## config.mk

```make
export PLATFORM = sky130hd
export DESIGN_NAME = uart_tx_arbiter_flat
export DESIGN_NICKNAME = d
export VERILOG_FILES = /design/src/rtl/uart_pkg.sv /design/src/rtl/uart_tx_arbiter_if.sv /design/src/rtl/rr_pick.sv /design/src/rtl/uart_tx_arbiter.sv /design/src/flat_wrapper.sv
export SDC_FILE = /design/constraint.sdc
export NUM_CORES = 1
export LEC_CHECK = 0
export BUFFER_PORTS_ARGS = -buffer_cell sky130_fd_sc_hd__buf_4
export CAP_MARGIN = 5
export CELL_PAD_IN_SITES_DETAIL_PLACEMENT = 0
export CELL_PAD_IN_SITES_GLOBAL_PLACEMENT = 2
export CORE_MARGIN = 4
export CORE_UTILIZATION = 32
export DETAILED_ROUTE_END_ITERATION = 7
export PLACE_DENSITY = 0.86
export SLEW_MARGIN = 20
export SYNTH_ARGS = -nofsm -noshare
export SYNTH_HDL_FRONTEND = slang
export SYNTH_SLANG_ARGS = --single-unit
```

## constraint.sdc

```tcl
create_clock -name clk -period 2.35 [get_ports clk]
set_input_delay 0.47 -clock clk [delete_from_list [all_inputs] [get_ports clk]]
set_output_delay 0.47 -clock clk [all_outputs]
set_load 0.01 [all_outputs]
```

## src/rtl/uart_pkg.sv

```systemverilog
// Shared definitions for the UART transmit path: byte width, arbiter state
// encoding and the width of the watchdog revocation counter.
package uart_pkg;

   localparam int BYTE_W      = 8;
   localparam int STALL_CNT_W = 16;

   typedef enum logic {
      IDLE  = 1'b0,
      SERVE = 1'b1
   } arb_state_t;

endpackage

```

## src/rtl/uart_tx_arbiter_if.sv

```systemverilog
// Byte-source and uart_tx handshake bundle shared by the arbiter and its users.
// master drives the source side and the uart_tx acknowledge; slave is the arbiter.
interface uart_tx_arbiter_if
   import uart_pkg::*;
#(
   parameter int N_SRC = 4
);

   logic [BYTE_W*N_SRC-1:0] src_data;
   logic [N_SRC-1:0]        src_require;
   logic [N_SRC-1:0]        src_last;
   logic [N_SRC-1:0]        src_valid;
   logic [BYTE_W-1:0]       tx_data;
   logic                    tx_require;
   logic                    tx_valid;

   modport master (
      output src_data, src_require, src_last, tx_valid,
      input  src_valid, tx_data, tx_require
   );

   modport slave (
      input  src_data, src_require, src_last, tx_valid,
      output src_valid, tx_data, tx_require
   );

endinterface

```

## src/rtl/rr_pick.sv

```systemverilog
// Combinational cyclic priority encoder: returns the first set request at or
// after ptr, wrapping from N-1 back to 0.
module rr_pick #(
   parameter  int N = 4,
   localparam int W = (N > 1) ? $clog2(N) : 1
) (
   input  logic [N-1:0] req,
   input  logic [W-1:0] ptr,
   output logic [W-1:0] idx,
   output logic         found
);

   // Scan from the farthest offset down so the nearest hit is written last.
   always_comb begin
      idx   = '0;
      found = 1'b0;
      for (int off = N - 1; off >= 0; off--) begin
         if (req[(int'(ptr) + off) % N]) begin
            idx   = W'((int'(ptr) + off) % N);
            found = 1'b1;
         end
      end
   end

endmodule

```

## src/rtl/uart_tx_arbiter.sv

```systemverilog
// Round-robin, message-locked arbiter sharing one uart_tx between N_SRC byte
// sources, with a watchdog that reclaims the transmitter from a stalled owner.
module uart_tx_arbiter
   import uart_pkg::*;
#(
   parameter  int N_SRC         = 4,
   parameter  int STALL_TIMEOUT = 50_000_000,
   localparam int GW            = $clog2(N_SRC),
   localparam int TW            = $clog2(STALL_TIMEOUT + 1)
) (
   input  logic                   clk,
   input  logic                   rst_n,
   uart_tx_arbiter_if.slave       bus,
   output logic [GW-1:0]          grant,
   output logic                   busy,
   output logic [STALL_CNT_W-1:0] stall_cnt
);

   arb_state_t             state_reg, state_next;
   logic [GW-1:0]          grant_reg, grant_next;
   logic [GW-1:0]          rr_ptr_reg, rr_ptr_next;
   logic [TW-1:0]          stall_timer_reg, stall_timer_next;
   logic [STALL_CNT_W-1:0] stall_cnt_reg, stall_cnt_next;

   logic [BYTE_W-1:0]      src_bytes [N_SRC];
   logic [GW-1:0]          pick_idx;
   logic                   pick_found;
   logic                   owner_req;
   logic                   owner_last;
   logic                   xfer;
   logic                   timeout;

   function automatic logic [GW-1:0] next_idx(input logic [GW-1:0] i);
      return (i == GW'(N_SRC - 1)) ? '0 : i + 1'b1;
   endfunction

   for (genvar gi = 0; gi < N_SRC; gi++) begin : g_bytes
      assign src_bytes[gi] = bus.src_data[BYTE_W*gi +: BYTE_W];
   end

   rr_pick #(
      .N (N_SRC)
   ) u_pick (
      .req   (bus.src_require),
      .ptr   (rr_ptr_reg),
      .idx   (pick_idx),
      .found (pick_found)
   );

   assign owner_req  = bus.src_require[grant_reg];
   assign owner_last = bus.src_last[grant_reg];
   assign xfer       = (state_reg == SERVE) && owner_req && bus.tx_valid;
   // The owner's require being low is the only thing that ages the watchdog.
   assign timeout    = (state_reg == SERVE) && !owner_req &&
                       (stall_timer_reg == TW'(STALL_TIMEOUT - 1));

   always_comb begin
      state_next       = state_reg;
      grant_next       = grant_reg;
      rr_ptr_next      = rr_ptr_reg;
      stall_timer_next = stall_timer_reg;
      stall_cnt_next   = stall_cnt_reg;
      bus.tx_require   = 1'b0;
      bus.tx_data      = '0;
      bus.src_valid    = '0;

      case (state_reg)
         IDLE: begin
            stall_timer_next = '0;
            if (pick_found) begin
               grant_next = pick_idx;
               state_next = SERVE;
            end
         end
         SERVE: begin
            bus.tx_require = owner_req;
            bus.tx_data    = src_bytes[grant_reg];
            bus.src_valid[grant_reg] = bus.tx_valid;
            stall_timer_next = owner_req ? '0 : stall_timer_reg + 1'b1;
            if (xfer && owner_last) begin
               rr_ptr_next      = next_idx(grant_reg);
               stall_timer_next = '0;
               state_next       = IDLE;
            end else if (timeout) begin
               rr_ptr_next      = next_idx(grant_reg);
               stall_timer_next = '0;
               stall_cnt_next   = (stall_cnt_reg == '1) ? stall_cnt_reg
                                                        : stall_cnt_reg + 1'b1;
               state_next       = IDLE;
            end
         end
         default: state_next = IDLE;
      endcase
   end

   always_ff @(posedge clk or negedge rst_n) begin
      if (!rst_n) begin
         state_reg       <= IDLE;
         grant_reg       <= '0;
         rr_ptr_reg      <= '0;
         stall_timer_reg <= '0;
         stall_cnt_reg   <= '0;
      end else begin
         state_reg       <= state_next;
         grant_reg       <= grant_next;
         rr_ptr_reg      <= rr_ptr_next;
         stall_timer_reg <= stall_timer_next;
         stall_cnt_reg   <= stall_cnt_next;
      end
   end

   assign grant     = grant_reg;
   assign busy      = (state_reg == SERVE);
   assign stall_cnt = stall_cnt_reg;

endmodule

```

## src/flat_wrapper.sv

```systemverilog
// flat-port wrapper written by rule: the top's interface ports become plain ports
module uart_tx_arbiter_flat import uart_pkg::*;
#(
   parameter  int N_SRC         = 4,
   parameter  int STALL_TIMEOUT = 50_000_000,
   localparam int GW            = $clog2(N_SRC),
   localparam int TW            = $clog2(STALL_TIMEOUT + 1)
)
  (clk, rst_n, grant, busy, stall_cnt, bus_src_data, bus_src_require, bus_src_last, bus_tx_valid, bus_src_valid, bus_tx_data, bus_tx_require);
  uart_tx_arbiter_if #(.N_SRC(N_SRC)) bus_i ();
  input  logic clk;
  input  logic rst_n;
  output logic [GW-1:0] grant;
  output logic busy;
  output logic [STALL_CNT_W-1:0] stall_cnt;
  input wire logic [$bits(bus_i.src_data)-1:0] bus_src_data;
  input wire logic [$bits(bus_i.src_require)-1:0] bus_src_require;
  input wire logic [$bits(bus_i.src_last)-1:0] bus_src_last;
  input wire logic [$bits(bus_i.tx_valid)-1:0] bus_tx_valid;
  output wire logic [$bits(bus_i.src_valid)-1:0] bus_src_valid;
  output wire logic [$bits(bus_i.tx_data)-1:0] bus_tx_data;
  output wire logic [$bits(bus_i.tx_require)-1:0] bus_tx_require;
  assign bus_i.src_data = bus_src_data;
  assign bus_i.src_require = bus_src_require;
  assign bus_i.src_last = bus_src_last;
  assign bus_i.tx_valid = bus_tx_valid;
  assign bus_src_valid = bus_i.src_valid;
  assign bus_tx_data = bus_i.tx_data;
  assign bus_tx_require = bus_i.tx_require;
  uart_tx_arbiter #(.N_SRC(N_SRC), .STALL_TIMEOUT(STALL_TIMEOUT)) u_core (.clk(clk), .rst_n(rst_n), .bus(bus_i), .grant(grant), .busy(busy), .stall_cnt(stall_cnt));
endmodule
```

After elaboration in Yosys (flattened, before gate mapping)
Index checks and enable logic that the tools add are counted.
{"block": "word_totals", "out_inout_bits": 32, "elab_cells": 85, "ff_bits": 47, "input_bits": 43}
{"block": "op_classes", "n_lt_le_gt_ge": 7, "addsub": 6, "mux": 42, "n_bitwise": 8, "n_eq_ne": 3, "n_reduce_logical": 14}
{"operator": "26-bit two-way mux", "count": 3}
{"operator": "26-bit one-hot mux with 2 select lines", "count": 1}
{"operator": "26-bit by 1-bit adder with 26-bit output, second input constant", "count": 1}
{"operator": "26-bit equality test, second input constant", "count": 1}
{"operator": "8-bit two-way mux", "count": 3}
{"operator": "1-bit two-way mux", "count": 18}
{"operator": "16-bit by 1-bit adder with 16-bit output, second input constant", "count": 1}
{"operator": "8-bit binary-select mux with 2-bit select", "count": 1}
{"operator": "16-bit equality test, second input constant", "count": 1}
{"operator": "2-bit two-way mux", "count": 7}
{"operator": "1-bit binary-select mux with 2-bit select", "count": 6}
{"operator": "3-bit by 4-bit less-than comparator with 1-bit output, second input constant", "count": 3}
{"operator": "1-bit logical AND", "count": 6}
{"operator": "2-bit by 3-bit less-than comparator with 1-bit output, second input constant", "count": 2}
{"operator": "2-bit OR reduction", "count": 3}
{"operator": "2-bit by 1-bit adder with 2-bit output, second input constant", "count": 2}
{"operator": "2-bit adder, second input constant", "count": 2}
{"operator": "4-bit AND", "count": 1}
{"operator": "4-bit two-way mux", "count": 1}
{"operator": "2-bit AND reduction", "count": 2}
{"operator": "4-bit AND reduction", "count": 1}
{"operator": "1-bit AND, first input constant", "count": 3}
{"operator": "3-bit greater-or-equal comparator, second input constant", "count": 1}
{"operator": "1-bit inverter", "count": 3}
{"operator": "other kinds (7)", "count": 7}

Depth between registers and ports, before layout
Gate-level depths: netlist of the first run.
{"block": "logic_depth", "ltp_word": 12, "depth_mapped": 8}

Modules after synthesis
From an unflattened synthesis of the first run, not the netlist that was laid out.
{"block": "unflattened", "cells_unflattened": 262, "hier_area_um2": 2717.6}
{"module": "uart_tx_arbiter", "n_inst": 1, "cells_each": 249, "area_per_inst_um2": 2640.0}
{"module": "rr_pick", "n_inst": 1, "cells_each": 13, "area_per_inst_um2": 77.6}

Worst setup path before layout of the first run
No wires, ideal clock.
{"block": "synth_path", "kind": "register to output", "start": "register u_core.grant_reg[0], in the netlist u_core.grant[0]", "end": "output port bus_tx_data[0]", "n_path_buf": 1, "setup_slack_ns": 0.152, "arrival_time_ns": 1.728, "stages_incl_launch_ff": 4, "required_time_ns": 1.880, "cell_sequence": "dfrtp_1 -> buf_1 -> mux4_2 -> and2_1"}
{"block": "synth_via", "elab_chain_cells": 5}
{"element": "start, declared", "line": "uart_tx_arbiter.sv:20", "source": "logic [GW-1:0] grant_reg, grant_next;"}
{"element": "start signal, assigned", "line": "uart_tx_arbiter.sv:105", "source": "grant_reg <= grant_next;"}
{"element": "2-bit inverter with 3-bit output (not written as such)", "line": "uart_tx_arbiter.sv:77", "source": "bus.tx_data = src_bytes[grant_reg];"}
{"element": "8-bit binary-select mux with 2-bit select", "line": "uart_tx_arbiter.sv:77"}
{"element": "8-bit two-way mux (not written as such) (2 in a row)", "line": "uart_tx_arbiter.sv:77"}
{"element": "8-bit two-way mux", "line": "uart_tx_arbiter.sv:67", "source": "case (state_reg)"}
{"element": "end, declared", "line": "flat_wrapper.sv:21", "source": "output wire logic [$bits(bus_i.tx_data)-1:0] bus_tx_data;"}
No other way between the ends. The select of a mux whose other input is x is not followed.

Worst setup path in the final report of the first run
{"block": "layout_path", "start": "register u_core.grant_reg[0], in the netlist u_core.grant[0]", "end": "output port bus_tx_data[3]"}
The elaborated chain is that of the path after synthesis.

==> results of run 1 <==
## logic make-up after synthesis
kind of cell | count (synthesis) | share of synthesized area [%]
AOI/OAI and AO/OA | 11 | 2.486
muxes | 14 | 9.899
xor gates and xnor gates | 39 | 12.57
DFF | 47 | 43.28
adders and majority gates | 7 | 3.223
buffers and inverters | 14 | 3.084
and+or+nand+nor | 132 | 25.46
## metrics by stage
stage / power (uW) / instance area (um2) / setup WS [ns]
after floorplan: 1514 / 2718 / 0.1524
after global placement: 1922 / 3456 / 0.1898
after detailed placement: 1932 / 3456 / 0.1785
after CTS: 2455 / 3555 / 0.08154
after global routing: 2584 / 3555 / 0.01031
final: 2420 / 3555 / 0.1111
## cells in the final DEF, fill, tap and decap left out, drive strengths merged, types with 2 or more instances in the layout
master,n
a21oi,2
and2,9
and3,11
buf,89
clkbuf,6
dfrtp,47
ha,7
inv,6
mux2,3
mux4,10
nand2,16
nand3,19
nand4,19
nor2,37
nor3,3
nor4,6
o21a,2
o21ai,4
or4bb,2
xnor2,20
xor2,19
## path summary, 6_finish.rpt
| path | to | cells after the start | start | slack (ns) |
|---|---|---|---|---|
| hold / removal | u_core.stall_cnt[9] | 1 | rst_n | 0.17 |
| hold reg to reg | u_core.stall_cnt[13] | 1 | u_core.stall_cnt[13] | 0.50 |
| max in group asynchronous | u_core.stall_timer_reg[8] | 1 | rst_n | 1.77 |
| setup / recovery | bus_tx_data[3] | 4 | u_core.grant[0] | 0.11 |
| min in group clk | u_core.stall_cnt[13] | 1 | u_core.stall_cnt[13] | 0.50 |
| setup reg to reg | u_core.stall_cnt[1] | 5 | u_core.stall_timer_reg[10] | 0.20 |
## power breakdown
group	internal, uW	total (uW)	leakage (uW)	switching, uW
registers	865	954	0.000645	88.5
logic	492	946	0.000924	454
clock network	241	520	0.0000474	280
## cell type report
| type | instances | area, um2 | share of cell area [%] |
|---|---|---|---|
| clock buffer | 6 | 82.58 | 2.323 |
| multi-input combinational | 203 | 1458 | 41.01 |
| sequential | 47 | 1176 | 33.09 |
| tap | 105 | 131.4 | 3.696 |
| clock inverter | 2 | 16.27 | 0.4576 |
| inverter | 6 | 22.52 | 0.6336 |
| timing repair buffer | 89 | 668.1 | 18.80 |
## per-layer routing
layer	track usage, %	share of wire [%]	up-vias
met2	24.92	51	42
met1	18.74	45	1088
met5	0	0	-
met4	1.969	0.69	0
met3	2.571	3.4	6
li1	-	-	1113
## worst max-delay path: stages, from the launching register on
cell and delay (ns):
dfrtp_1 0.38, buf_4 0.26, mux4_2 0.52, and2_1 0.17, buf_4 0.14
==> reports/metrics.yaml, run 1 <==
drv_slew: 0
post_cts_buffers: 0
vias: 2249
synth_area_um2: 2718
pin_count: 75
fin_cells: 458
cts_sinks: 47
vias_per_cell: 4.910
clock-skew-final_ns: 0.009671
period_needed_ns: 2.239
finalHoldViolations: 0
fmax_mhz: 446.7
finalCritPeriodShare_pct: 95.27
grt_pass1_wl_mm: 11.60
syn_to_final_growth_pct: 30.80
powerDensity_nw_per_um2: 680.9
antenna_found_initial: 0
setup_viol: 0
antenna_left: 0
track_usage_pct: 14.20
rows: 33
synth_top_area_cell: "dfrtp_1"
clkSlewWorstSetupHoldPaths_ns: 0.09
syn-instance-count: 264
synth-async-reset-ratio_pct: 100.0
core_um2: 8258
antennaDiodeCount: 0
dieArea_um2: 10030
start_kind: "register"
worst_pin_slew_ns: 0.6002
worstSetupPathType: "register to output pin"
synth-seq-cells: 47
synth.top_cell.area_share_pct: 43.28
overflow: 0
cts_root_buf: "clkbuf_8"
routedWlPerCell_um: 14.62
post_cts_resized: 0
fillers: 835
maxCapViolations: 0
rsz0062_at_grt: "no"
synth_area_leaders: "dfrtp_1 43%, mux4_2 8.3%, xnor2_1 6.4%"
synth_flop_cell: "dfrtp_1"
end_kind: "output pin"
worstPathRequired_ns: 1.88
crit_fanout: 14
initial_utilization_pct: 32.91
fp.dieH_um: 100.2
dpl.cell_count: 450
cts_buffer_depth: 2
vdd_drop_max_uv: 429.9
status: "complete, no violations"
cts_tree: "built"
die_width_um: 100.2
yosysMostFrequentCell: "dfrtp_1"
drc_errors: 0
grt_pass1_vias: 2351
timing.hold.ws_ns: 0.1702
yosys_warnings: 0
hpwl_mm: 5.041
yosysSeqAreaShare_pct: 43.28
io_buffers: 74
yosysUniqueCellTypes: 38
drtIter0Drc: 99
avgSynthCellArea_um2: 10.29
netlist_top_cells_count: "47 x dfrtp_1, 37 x nor2_1, 20 x xnor2_1"
cts_buffers: 5
drive_above_1_share_pct: 31.73
first_pass_iters: 4
cts_hold_buf: 0
clock_latency_ns: 0.30
nets: 402
h-tree-depth: 2
synth_enable_flop_cells: 0
grt_max_degree: 48
cp.arrival_ns: 1.77
synth.net_count: 314
leakage_uw: 0.001616
wl_mm: 6.697
hp-class: "input pin to asynchronous set/reset pin"
routabilityCongestion: 0.7799
finalSetupTns_ns: 0
worst_slew_margin_rel_pct: 59.99
fin_util_pct: 43.05
largest_register_ffs: 26
(Power assumes the default switching activity.)
==> inputs of run 2 (changes only) <==
--- a/config.mk
+++ b/config.mk
@@ -9,7 +9,6 @@
 export CAP_MARGIN = 5
 export CELL_PAD_IN_SITES_DETAIL_PLACEMENT = 0
 export CELL_PAD_IN_SITES_GLOBAL_PLACEMENT = 2
-export CORE_MARGIN = 4
 export CORE_UTILIZATION = 32
 export DETAILED_ROUTE_END_ITERATION = 7
 export PLACE_DENSITY = 0.86
==> run 2 against run 1 <==
- critical endpoint is now bus_tx_data[5]
- final area about the same
- final cell count down 0.66%
- sequential share of layout area about the same
==> reports/metrics.yaml, run 2 (same netlist as run 1, synthesis figures left out) <==
status: "complete, no violations"
vias_per_cell: 4.892  # -0.37%
wl_mm: 6.585  # -1.7%
hp-class: "input pin to asynchronous set/reset pin"
leakage_uw: 0.001611  # -0.35%
crit_fanout: 14  # unchanged
cts_hold_buf: 0  # unchanged
track_usage_pct: 15.73  # +1.5 points
final_area_um2: 3556  # about the same
overflow: 0  # unchanged
die_width_um: 94.16  # -6.0%
cts_buffers: 5  # unchanged
nets: 400  # -0.50%
slowest_stage: "mux4_2"
fmax_mhz: 446.4  # about the same
drive_above_1_share_pct: 30.86  # -0.87 points
drc_errors: 0  # unchanged
antenna_found_initial: 0  # unchanged
final_cell_mix: "86 x buf_4, 47 x dfrtp_1, 37 x nor2_1"
dieArea_um2: 8865  # -12%
hpwl_mm: 4.921  # -2.4%
h-tree-depth: 2  # unchanged
finalCritPeriodShare_pct: 95.33  # about the same
grt_pass1_vias: 2191  # -6.8%
core_um2: 8217  # -0.50%
clkSlewWorstSetupHoldPaths_ns: 0.09  # about the same
finalHoldViolations: 0  # unchanged
fillers: 783  # -6.2%
post_cts_buffers: 0  # unchanged
rows: 33  # unchanged
finalSetupTns_ns: 0  # unchanged
powerDensity_nw_per_um2: 703.2  # +3.3%
routedWlPerCell_um: 14.47  # -1.0%
layout_commonest_cell: "buf_4"
syn_to_final_growth_pct: 30.85  # about the same
clock_latency_ns: 0.30  # about the same
drtIter0Drc: 98  # -1.0%
post_cts_resized: 0  # unchanged
vias: 2226  # -1.0%
place_area_um2: 3453  # about the same
antenna_left: 0  # unchanged
start_kind: "register"
worst_slew_margin_rel_pct: 57.43  # -2.6 points
cp_common_cell: "buf_4"
antennaDiodeCount: 0  # unchanged
cts_buffer_depth: 2  # unchanged
cts_root_buf: "clkbuf_8"
routabilityCongestion: 0.7683  # -1.5%
grt_pass1_wl_mm: 10.83  # -6.6%
largest_register_ffs: 26  # unchanged
period_needed_ns: 2.240  # +0.001257 ns
drv_slew: 0  # unchanged
worstSetupPathType: "register to output pin"
timing.hold.ws_ns: 0.1695  # -0.0006970 ns
worst_pin_slew_ns: 0.6337  # +0.03352 ns
pin_count: 75  # unchanged
rsz0062_at_grt: "no"
cts_sinks: 47  # unchanged
setup_viol: 0  # unchanged
seq_area_um2: 1176  # unchanged
multi_input_area_um2: 1458  # unchanged
vdd_drop_max_uv: 389.5  # -9.4%
clock-skew-final_ns: 0.005661  # -0.004011 ns
io_buffers: 74  # unchanged
cp.arrival_ns: 1.77  # about the same
crit_chain: "buf_4, mux4_2, and2_1, buf_4"
first_pass_iters: 4  # unchanged
grt_max_degree: 48  # unchanged
fp.dieH_um: 94.16  # -6.0%
cts_tree: "built"
end_kind: "output pin"
maxCapViolations: 0  # unchanged
worstPathRequired_ns: 1.88  # about the same
slowest_delay_ns: 0.53  # about the same
initial_utilization_pct: 33.07  # +0.17 points
## run 2: power by group
group	switching [uW]	internal, uW	total, uW
clock	268	312	580
combinational	486	510	996
sequential	58.3	866	924
total	812	1690	2500
## run 2: layout make-up
| class | count | area share (%) |
|---|---|---|
| timing repair buffer | 87 | 18.72 |
| tap | 105 | 3.695 |
| clock buffer | 6 | 2.041 |
| multi-input combinational | 203 | 40.99 |
| inverter | 6 | 0.6334 |
| clock inverter | 1 | 0.8445 |
| sequential | 47 | 33.08 |
## run 2: stage by stage
| stage | instances | utilization (%) | setup WS [ns] | power [uW] |
|---|---|---|---|---|
| 2_1_floorplan | 264 | - | 0.1524 | 1514 |
| 3_3_place_gp | 448 | 42.03 | 0.1727 | 1949 |
| 3_5_place_dp | 448 | 42.03 | 0.1474 | 1951 |
| 4_1_cts | 455 | 43.28 | 0.06876 | 2538 |
| 5_1_grt | 455 | 43.28 | 0.008683 | 2653 |
| 6_report | 455 | 43.28 | 0.1099 | 2500 |
## run 2: critical path: cells and delay by family (launching register included)
family | cells | cell delay [ns]
buffers and inverters | 2 | 0.40
and+or+nand+nor | 1 | 0.17
DFF | 1 | 0.37
muxes | 1 | 0.53
## run 2: worst paths after layout
| check | start | endpoint | slack (ns) | cells after the start |
|---|---|---|---|---|
| max in group asynchronous | rst_n | u_core.stall_cnt[4] | 1.75 | 1 |
| setup reg to reg | u_core.stall_timer_reg[24] | u_core.stall_cnt[1] | 0.25 | 5 |
| setup / recovery | u_core.grant[0] | bus_tx_data[5] | 0.11 | 4 |
| hold reg to reg | u_core.stall_cnt[13] | u_core.stall_cnt[13] | 0.50 | 1 |
| min in group clk | u_core.stall_cnt[13] | u_core.stall_cnt[13] | 0.50 | 1 |
| hold / removal | rst_n | u_core.stall_timer_reg[22] | 0.17 | 1 |
## run 2: metal layers
layer	global-route usage, %	part of all wire [%]
met2	26.03	49
met5	0	0
met4	4.103	1.4
met3	3.074	3.1
met1	20.89	46
